===== src/rtl/const_pkg.sv =====
// Shared constants and types used across the AXI blocks.
// resp_t encodes the AXI BRESP/RRESP response codes.
package const_pkg;
  typedef enum logic [1:0] {
    AXI_RESP_OKAY   = 2'b00,
    AXI_RESP_EXOKAY = 2'b01,
    AXI_RESP_SLVERR = 2'b10,
    AXI_RESP_DECERR = 2'b11
  } resp_t;
endpackage


===== src/rtl/axi_lite_initiator.sv =====
// Single-outstanding AXI4-Lite manager: turns a request/response command port
// into AXI4-Lite read and write transactions, with every AXI output registered.
module axi_lite_initiator
  import const_pkg::*;
#(
  parameter int ADDR_W = 32,
  parameter int DATA_W = 32
) (
  input  logic                clk,
  input  logic                rst_n,
  input  logic                req_valid,
  output logic                req_ready,
  input  logic                req_write,
  input  logic [ADDR_W-1:0]   req_addr,
  input  logic [DATA_W-1:0]   req_wdata,
  input  logic [DATA_W/8-1:0] req_wstrb,
  output logic                rsp_valid,
  input  logic                rsp_ready,
  output logic [DATA_W-1:0]   rsp_rdata,
  output resp_t               rsp_resp,
  output logic                rsp_write,
  output logic [ADDR_W-1:0]   awaddr,
  output logic [2:0]          awprot,
  output logic                awvalid,
  input  logic                awready,
  output logic [DATA_W-1:0]   wdata,
  output logic [DATA_W/8-1:0] wstrb,
  output logic                wvalid,
  input  logic                wready,
  input  logic [1:0]          bresp,
  input  logic                bvalid,
  output logic                bready,
  output logic [ADDR_W-1:0]   araddr,
  output logic [2:0]          arprot,
  output logic                arvalid,
  input  logic                arready,
  input  logic [DATA_W-1:0]   rdata,
  input  logic [1:0]          rresp,
  input  logic                rvalid,
  output logic                rready
);

  localparam int STRB_W = DATA_W / 8;

  typedef enum logic [2:0] {IDLE, WR_REQ, WR_RESP, RD_REQ, RD_RESP, RSP} state_t;

  state_t              state_q, state_d;
  logic [ADDR_W-1:0]   addr_q, addr_d;
  logic [DATA_W-1:0]   wdata_q, wdata_d;
  logic [STRB_W-1:0]   wstrb_q, wstrb_d;
  logic                awvalid_q, awvalid_d;
  logic                wvalid_q, wvalid_d;
  logic                arvalid_q, arvalid_d;
  logic                bready_q, bready_d;
  logic                rready_q, rready_d;
  logic                req_ready_q, req_ready_d;
  logic                rsp_valid_q, rsp_valid_d;
  logic                aw_done_q, aw_done_d;
  logic                w_done_q, w_done_d;
  logic [DATA_W-1:0]   rsp_rdata_q, rsp_rdata_d;
  resp_t               rsp_resp_q, rsp_resp_d;
  logic                rsp_write_q, rsp_write_d;
  logic                aw_hs, w_hs;

  assign aw_hs = awvalid_q && awready;
  assign w_hs  = wvalid_q && wready;

  always_ff @(posedge clk or negedge rst_n) begin
    if (!rst_n) begin
      state_q     <= IDLE;
      addr_q      <= '0;
      wdata_q     <= '0;
      wstrb_q     <= '0;
      awvalid_q   <= 1'b0;
      wvalid_q    <= 1'b0;
      arvalid_q   <= 1'b0;
      bready_q    <= 1'b0;
      rready_q    <= 1'b0;
      req_ready_q <= 1'b0;
      rsp_valid_q <= 1'b0;
      aw_done_q   <= 1'b0;
      w_done_q    <= 1'b0;
      rsp_rdata_q <= '0;
      rsp_resp_q  <= AXI_RESP_OKAY;
      rsp_write_q <= 1'b0;
    end else begin
      state_q     <= state_d;
      addr_q      <= addr_d;
      wdata_q     <= wdata_d;
      wstrb_q     <= wstrb_d;
      awvalid_q   <= awvalid_d;
      wvalid_q    <= wvalid_d;
      arvalid_q   <= arvalid_d;
      bready_q    <= bready_d;
      rready_q    <= rready_d;
      req_ready_q <= req_ready_d;
      rsp_valid_q <= rsp_valid_d;
      aw_done_q   <= aw_done_d;
      w_done_q    <= w_done_d;
      rsp_rdata_q <= rsp_rdata_d;
      rsp_resp_q  <= rsp_resp_d;
      rsp_write_q <= rsp_write_d;
    end
  end

  always_comb begin
    state_d     = state_q;
    addr_d      = addr_q;
    wdata_d     = wdata_q;
    wstrb_d     = wstrb_q;
    awvalid_d   = awvalid_q;
    wvalid_d    = wvalid_q;
    arvalid_d   = arvalid_q;
    bready_d    = bready_q;
    rready_d    = rready_q;
    rsp_valid_d = rsp_valid_q;
    aw_done_d   = aw_done_q;
    w_done_d    = w_done_q;
    rsp_rdata_d = rsp_rdata_q;
    rsp_resp_d  = rsp_resp_q;
    rsp_write_d = rsp_write_q;
    case (state_q)
      IDLE: begin
        // req_ready_q is low for the first cycle after reset release
        if (req_ready_q && req_valid) begin
          addr_d  = req_addr;
          wdata_d = req_wdata;
          wstrb_d = req_wstrb;
          if (req_write) begin
            state_d   = WR_REQ;
            awvalid_d = 1'b1;
            wvalid_d  = 1'b1;
            aw_done_d = 1'b0;
            w_done_d  = 1'b0;
          end else begin
            state_d   = RD_REQ;
            arvalid_d = 1'b1;
          end
        end
      end
      WR_REQ: begin
        if (aw_hs) begin
          awvalid_d = 1'b0;
          aw_done_d = 1'b1;
        end
        if (w_hs) begin
          wvalid_d = 1'b0;
          w_done_d = 1'b1;
        end
        if ((aw_done_q || aw_hs) && (w_done_q || w_hs)) begin
          state_d  = WR_RESP;
          bready_d = 1'b1;
        end
      end
      WR_RESP: begin
        if (bvalid) begin
          bready_d    = 1'b0;
          rsp_resp_d  = resp_t'(bresp);
          rsp_rdata_d = '0;
          rsp_write_d = 1'b1;
          rsp_valid_d = 1'b1;
          state_d     = RSP;
        end
      end
      RD_REQ: begin
        if (arready) begin
          arvalid_d = 1'b0;
          rready_d  = 1'b1;
          state_d   = RD_RESP;
        end
      end
      RD_RESP: begin
        if (rvalid) begin
          rready_d    = 1'b0;
          rsp_resp_d  = resp_t'(rresp);
          rsp_rdata_d = rdata;
          rsp_write_d = 1'b0;
          rsp_valid_d = 1'b1;
          state_d     = RSP;
        end
      end
      RSP: begin
        if (rsp_ready) begin
          rsp_valid_d = 1'b0;
          state_d     = IDLE;
        end
      end
      default: state_d = IDLE;
    endcase
    req_ready_d = (state_d == IDLE);
  end

  assign req_ready = req_ready_q;
  assign rsp_valid = rsp_valid_q;
  assign rsp_rdata = rsp_rdata_q;
  assign rsp_resp  = rsp_resp_q;
  assign rsp_write = rsp_write_q;
  assign awaddr    = addr_q;
  assign araddr    = addr_q;
  assign awprot    = 3'b000;
  assign arprot    = 3'b000;
  assign awvalid   = awvalid_q;
  assign wvalid    = wvalid_q;
  assign arvalid   = arvalid_q;
  assign wdata     = wdata_q;
  assign wstrb     = wstrb_q;
  assign bready    = bready_q;
  assign rready    = rready_q;

endmodule

===== config.mk =====
export PLATFORM = sky130hd
export DESIGN_NAME = axi_lite_initiator
export DESIGN_NICKNAME = d
export VERILOG_FILES = /design/src/rtl/const_pkg.sv /design/src/rtl/axi_lite_initiator.sv
export SDC_FILE = /design/constraint.sdc
export NUM_CORES = 1
export LEC_CHECK = 0
export ABC_AREA = 1
export CELL_PAD_IN_SITES_DETAIL_PLACEMENT = 0
export CELL_PAD_IN_SITES_GLOBAL_PLACEMENT = 1
export CORE_MARGIN = 2
export CORE_UTILIZATION = 25
export CTS_BUF_LIST = sky130_fd_sc_hd__clkbuf_4 sky130_fd_sc_hd__clkbuf_8
export CTS_CLUSTER_DIAMETER = 200
export DETAILED_ROUTE_END_ITERATION = 12
export PLACE_DENSITY = 0.83
export SYNTH_ARGS = -nofsm -noshare
export SYNTH_HDL_FRONTEND = slang
export SYNTH_SLANG_ARGS = --single-unit

===== constraint.sdc =====
create_clock -name clk -period 1.29 [get_ports clk]
set_input_delay 0.387 -clock clk [delete_from_list [all_inputs] [get_ports clk]]
set_output_delay 0.387 -clock clk [all_outputs]
set_load 0.1 [all_outputs]

==> results of run 1 <==
[final cells by class]
cell class	instances	area share (%)
multi-input cells	379	20.2
repair buffers	395	47.5
clock inverters	9	1.05
well taps	260	2.70
flip-flops and latches	115	25.1
inverters	14	0.770
clock buffers	23	2.53
repair inverters	1	0.135
[final timing paths]
path	slack [ps]	cells after the start	end	from
max	-240	1	awaddr[27]	araddr[27]
min	480	3	araddr[2]	req_addr[2]
max reg2reg	-220	9	wdata[17]	state_q[1]
min reg2reg	490	2	aw_done_q	aw_done_q
max in group asynchronous	410	3	araddr[30]	rst_n
min in group asynchronous	490	3	aw_done_q	rst_n
[routing by layer]
metal | up-vias | track usage (%) | part of all wire, %
li1 | 2428 | - | -
met1 | 2614 | 22.0 | 37
met2 | 206 | 34.1 | 55
met3 | 44 | 4.09 | 4.5
met4 | 0 | 7.97 | 3.0
met5 | - | 0 | 0
[flip-flops by register name (all words and copies together) (netlist names), 2 cells and up]
| signal | flops |
|---|---|
| rsp_resp | 2 |
| wdata | 32 |
| state_q | 3 |
| wstrb | 4 |
| araddr | 32 |
| rsp_rdata | 32 |
[placed cells by master (no fill, tap or decap), drive strengths merged]
cell	count
a21oi	1
a31oi	2
buf	278
bufbuf	2
bufinv	3
clkbuf	25
clkdlybuf4s50	112
clkinv	5
clkinvlp	1
conb	6
dfrtp	115
dlygate4sd3	1
inv	15
nand2	310
nand3	39
nand3b	1
nand4	3
nor2	13
o21ai	3
o21bai	1
[per-stage QoR]
step                instance area, sq um  utilization [%]  worst slack (ps)  TNS [ps]
floorplan                           5100                -             -95.9     -4630
global placement                    9260             49.2              -372    -37000
detailed placement                  9260             49.2              -439    -39240
CTS                                11200             59.3              -272    -48390
global route                       12000             63.9              -296    -55810
finish                             12000             63.9              -239    -41230
[cell families (layout without fill, tap and decap cells)]
| kind of cell | Yosys count | after routing | share of synthesized area [%] |
|---|---|---|---|
| other | 1 | 6 | 0.0779 |
| AND/OR/NAND/NOR | 366 | 366 | 30.1 |
| buffers and inverters | 75 | 442 | 9.23 |
| flip-flops | 115 | 115 | 59.8 |
| AO/OA/AOI/OAI | 7 | 7 | 0.831 |
[timing repair]
action	4_1_cts	5_1_grt
hold buffers	1	0
gates cloned	19	2
setup endpoints to repair	251	257
setup buffers	41	59
pin swaps	62	61
gates resized for setup	190	172
endpoints found under the hold margin	115	0
==> impl_results.rst, run 1 <==
.. list-table::
   :header-rows: 1

   * - Metric
     - Value
   * - Status
     - finished, violations left
   * - Violated checks
     - negative setup slack
   * - Number of rows created at floorplan
     - 50
   * - Area of the multi-input gates
     - 2430 sq um
   * - Critical path's largest stage delay
     - 520 ps
   * - Total number of clock tree sinks
     - 115
   * - Cell class contributing the biggest share of worst-path delay
     - flip-flops
   * - Data arrival, critical path
     - 1140 ps
   * - Overall via count from detail_route
     - 5292
   * - Total die area
     - 20400 sq um
   * - Dominant cells by area after synthesis
     - sky130_fd_sc_hd__dfrtp_1 60%, sky130_fd_sc_hd__nand2_1 24%, sky130_fd_sc_hd__buf_4 5.9%, sky130_fd_sc_hd__nand3_1 4.1%, sky130_fd_sc_hd__buf_2 1.0%
   * - Fraction of registers with async set/reset
     - 100%
   * - Die extent in y
     - 143 um
   * - Initial antenna violation count
     - 0
   * - Synth Flop Type
     - sky130_fd_sc_hd__dfrtp_1
   * - Synthesized instance count
     - 564
   * - Pin count of the biggest net entering global routing
     - 65
   * - Maximum clock path buffer count
     - 2
   * - Htree depth
     - 4
   * - Unrepaired setup endpoints after global routing
     - true
   * - Final hold slack
     - 479 ps
   * - Number of different library cells in the post-synthesis netlist
     - 23
   * - Sequential cell area fraction in the yosys report
     - 59.8%
   * - Setup clock skew after layout
     - 17.7 ps
   * - Clock transition at the registers of the reported paths
     - 80 ps
   * - TritonCTS clock tree
     - built
   * - Number of enable-type register cells in the synthesized netlist
     - 0
   * - Ranking of synthesized cells by instance count
     - 308 x sky130_fd_sc_hd__nand2_1, 115 x sky130_fd_sc_hd__dfrtp_1, 39 x sky130_fd_sc_hd__nand3_1
   * - Max-cap violation count
     - 0
   * - Post-route ant nets
     - 0
   * - Mapped cell area
     - 4810 sq um
   * - Most frequent cell after synthesis
     - sky130_fd_sc_hd__nand2_1
   * - Post-Syn Area per Cell
     - 8.54 sq um
   * - Cell at the root of the clock tree
     - sky130_fd_sc_hd__clkbuf_8
   * - Wire length of the first global-routing pass
     - 29.4 mm
   * - Global route total overflow
     - 0
   * - Maximum net fanout on the critical path
     - 3
   * - Layout-stage area growth over the synthesis result
     - 150%
   * - Latest clock arrival within the worst-skew pair
     - 440 ps
   * - Placed instance count
     - 1055
   * - Final Hold Vio Count
     - 0
   * - Type of the most critical hold path
     - input pin to register
   * - Sequential cell area
     - 3020 sq um
   * - Non-Filler Instances
     - 1196
   * - Number of global-route vias before repair
     - 5269
   * - Kind of end point of the critical path
     - output pin
   * - Placed wire-length estimate after detailed placement
     - 11.8 mm
   * - Highest-delay cell along the critical path
     - sky130_fd_sc_hd__dfrtp_4
   * - Total length of routed wires
     - 20.9 mm
   * - Portion of synthesized cell area occupied by the leading cell type
     - 59.8%
   * - Quantity of I/O buffers inserted on ports
     - 255
   * - Top achievable clock speed
     - 654 MHz
   * - Final Worst Setup Slack
     - -239 ps
   * - Area of the placeable core
     - 18800 sq um
   * - Worst Path Buf+Inv
     - 1
   * - Total Nets Final
     - 1037
   * - Share of the clock period used by the worst path after layout
     - 119%
   * - Count of state elements after synthesis
     - 115
   * - Setup Crit Path Kind
     - register to output pin
   * - Number of CTS-inserted buffers
     - 17
   * - Count of yosys warnings during synthesis
     - 0
   * - Via count normalized by instance count
     - 4.42
   * - Max-slew violation count
     - 0
   * - Number of I/O pins
     - 262
   * - Routability-driven placement congestion ratio
     - 0.788
   * - Number of DRC markers in iteration 0
     - 209
   * - Final critical-path required period
     - 1530 ps
   * - Series of cell instances along the critical path
     - buf_12
   * - Number of antenna diodes
     - 0
   * - Total setup violations reported at the end of the flow
     - 254
   * - Number of fillers in the final layout
     - 1332
   * - Critical Path Source Type
     - register
   * - Post-detailed-route wirelength per cell
     - 17.5 um
   * - Leading area contributor after synthesis
     - sky130_fd_sc_hd__dfrtp_1
   * - Die width
     - 143 um
   * - Global router's overall resource usage
     - 19.0%
   * - Required time at the endpoint of the critical path
     - 900 ps
   * - First-pass iteration count of the detailed router
     - 4
   * - Initial cell density of the core
     - 25.6%
   * - Remaining DRCs
     - 0
   * - Fraction of layout instances using a drive strength above 1
     - 61.9%
Power of run 1 is not shown: default switching activity piles up to over one toggle a cycle in this logic, so the estimate is an artifact.
==> inputs of run 2 (changes only) <==
--- a/config.mk
+++ b/config.mk
@@ -14,6 +14,7 @@
 export CTS_CLUSTER_DIAMETER = 200
 export DETAILED_ROUTE_END_ITERATION = 12
 export PLACE_DENSITY = 0.83
+export SLEW_MARGIN = 5
 export SYNTH_ARGS = -nofsm -noshare
 export SYNTH_HDL_FRONTEND = slang
 export SYNTH_SLANG_ARGS = --single-unit
==> results of run 2 <==
The final DEF is identical to that of run 1; final timing and power are the same.
Power of run 2 is left out for the same reason.
==> inputs of run 3 (changes only) <==
--- a/config.mk
+++ b/config.mk
@@ -18,3 +18,4 @@
 export SYNTH_ARGS = -nofsm -noshare
 export SYNTH_HDL_FRONTEND = slang
 export SYNTH_SLANG_ARGS = --single-unit
+export TNS_END_PERCENT = 20
==> run 3 against run 2 <==
Against the previous run:
- the flow still finishes with violations (negative setup slack)
- count of clock-buffer cells in the layout decreased by 2
- non-clock buffer count decreased by 102
- fmax increased by 1.1%
- design area decreased by 19%
- die area unchanged
- via count decreased by 16%
- sequential share of layout area increased by 5.8 points
- clock skew decreased by 9.5 ps
- cell count decreased by 8.6%
- hold slack got worse by 120 ps
- global-route usage decreased by 3.4 points
- critical endpoint is now awaddr[17]
==> impl_results.rst, run 3 (same netlist as run 1, synthesis figures left out) <==
.. list-table::
   :header-rows: 1

   * - Metric
     - Value
   * - Total Nets Final
     - 934
   * - Highest-delay cell along the critical path
     - sky130_fd_sc_hd__dfrtp_4
   * - Placed wire-length estimate after detailed placement
     - 12.0 mm
   * - Number of global-route vias before repair
     - 4582
   * - Post-detailed-route wirelength per cell
     - 14.1 um
   * - Clock transition at the registers of the reported paths
     - 70 ps
   * - Total Neg Setup Slack
     - -23420 ps
   * - Worst Path Buf+Inv
     - 1
   * - Final critical-path required period
     - 1510 ps
   * - Setup clock skew after layout
     - 8.21 ps
   * - Number of fillers in the final layout
     - 1651
   * - Total setup violations reported at the end of the flow
     - 207
   * - Violated checks
     - negative setup slack
   * - Wire length of the first global-routing pass
     - 24.7 mm
   * - Kind of end point of the critical path
     - output pin
   * - Pin count of the biggest net entering global routing
     - 54
   * - Top achievable clock speed
     - 661 MHz
   * - Final Hold Vio Count
     - 0
   * - Final hold slack
     - 364 ps
   * - Cell at the root of the clock tree
     - sky130_fd_sc_hd__clkbuf_8
   * - Layout-stage area growth over the synthesis result
     - 102%
   * - Die extent in y
     - 143 um
   * - Maximum net fanout on the critical path
     - 3
   * - Number of antenna diodes
     - 0
   * - Number of DRC markers in iteration 0
     - 154
   * - Data arrival, critical path
     - 1130 ps
   * - Setup slack at placement
     - -373 ps
   * - Number of I/O pins
     - 262
   * - Type of the most critical hold path
     - input pin to asynchronous set/reset pin
   * - Required time at the endpoint of the critical path
     - 900 ps
   * - Htree depth
     - 4
   * - Remaining DRCs
     - 0
   * - Share of the clock period used by the worst path after layout
     - 117%
   * - Initial cell density of the core
     - 25.6%
   * - Status
     - finished, violations left
   * - Total length of routed wires
     - 15.4 mm
   * - Quantity of I/O buffers inserted on ports
     - 255
   * - Global router's overall resource usage
     - 15.6%
   * - Latest clock arrival within the worst-skew pair
     - 420 ps
   * - Max-cap violation count
     - 0
   * - Cell class contributing the biggest share of worst-path delay
     - flip-flops
   * - First-pass iteration count of the detailed router
     - 4
   * - Post-Route Utilization
     - 51.6%
   * - Die width
     - 143 um
   * - Max-slew violation count
     - 0
   * - Most common cell after layout, fill and taps aside
     - sky130_fd_sc_hd__nand2_1
   * - Most used cells in the layout excluding fill and tap cells
     - 307 x sky130_fd_sc_hd__nand2_1, 150 x sky130_fd_sc_hd__buf_12, 112 x sky130_fd_sc_hd__clkdlybuf4s50_1
   * - Number of rows created at floorplan
     - 50
   * - Critical path's largest stage delay
     - 520 ps
   * - Total die area
     - 20400 sq um
   * - Global route total overflow
     - 0
   * - Routability-driven placement congestion ratio
     - 0.759
   * - Total number of clock tree sinks
     - 115
   * - Series of cell instances along the critical path
     - buf_12
   * - Setup Crit Path Kind
     - register to output pin
   * - Critical Path Source Type
     - register
   * - Post-route ant nets
     - 0
   * - Initial antenna violation count
     - 0
   * - TritonCTS clock tree
     - built
   * - Number of CTS-inserted buffers
     - 17
   * - Unrepaired setup endpoints after global routing
     - true
   * - Overall via count from detail_route
     - 4466
   * - Area of the placeable core
     - 18800 sq um
   * - Maximum clock path buffer count
     - 2
   * - Via count normalized by instance count
     - 4.09
   * - Final Worst Setup Slack
     - -223 ps
   * - Fraction of layout instances using a drive strength above 1
     - 31.3%
==> run 3: cell count changes in the layout (fill, tap and decap cells not counted), moves of 11 or more <==
cell	previous run	this run
sky130_fd_sc_hd__buf_12	166	150
sky130_fd_sc_hd__buf_4	80	26
sky130_fd_sc_hd__buf_6	16	3
sky130_fd_sc_hd__dfrtp_1	67	79
sky130_fd_sc_hd__dfrtp_2	15	3
sky130_fd_sc_hd__nand2_1	135	307
sky130_fd_sc_hd__nand2_2	121	1
sky130_fd_sc_hd__nand2_4	53	2
sky130_fd_sc_hd__nand3_1	20	37
sky130_fd_sc_hd__nand3_2	15	1
sky130_fd_sc_hd__nor2_1	0	11
==> run 3: path summary, 6_finish.rpt <==
check	from	end	slack [ps]	depth (start not counted)
max	araddr[17]	awaddr[17]	-220	1
min	rst_n	wdata[0]	360	2
max reg2reg	state_q[1]	araddr[30]	-40	7
min reg2reg	w_done_q	w_done_q	480	2
max in group asynchronous	rst_n	req_ready	340	3
min in group clk	w_done_q	w_done_q	480	2
==> run 3: layer usage <==
metal  track usage (%)  part of all wire, %  routed length [um]  vias to the layer above
met5                 0                    0                   0                        -
met4              4.74                  1.4                 221                        0
met3              4.29                  5.2                 807                       15
met2              26.1                   52                8050                      147
met1              19.8                   41                6340                     2102
li1                  -                    -                   -                     2202
==> run 3: through the flow <==
stage | cell area (sq um) | cells
floorplan | 4980 | 569
global placement | 9260 | 1060
detailed placement | 9260 | 1060
CTS | 9710 | 1093
global route | 9730 | 1093
finish | 9730 | 1093
==> run 3: timing repair <==
action	4_1_cts	5_1_grt
buffers inserted	0	0
endpoints found under the setup margin	248	252
hold buffers	1	0
pin swaps	1	2
hold endpoints to repair	9	0
gates resized for setup	8	7
cloned	0	0
==> run 3: cell type report <==
type	count	area, sq um	area share (%)
inverters	14	52.6	0.540
clock inverters	11	135	1.39
repair buffers	293	4390	45.1
flip-flops and latches	115	3010	30.9
well taps	260	325	3.34
multi-input cells	379	1550	15.9
clock buffers	21	270	2.78
Power of run 3 is left out for the same reason.
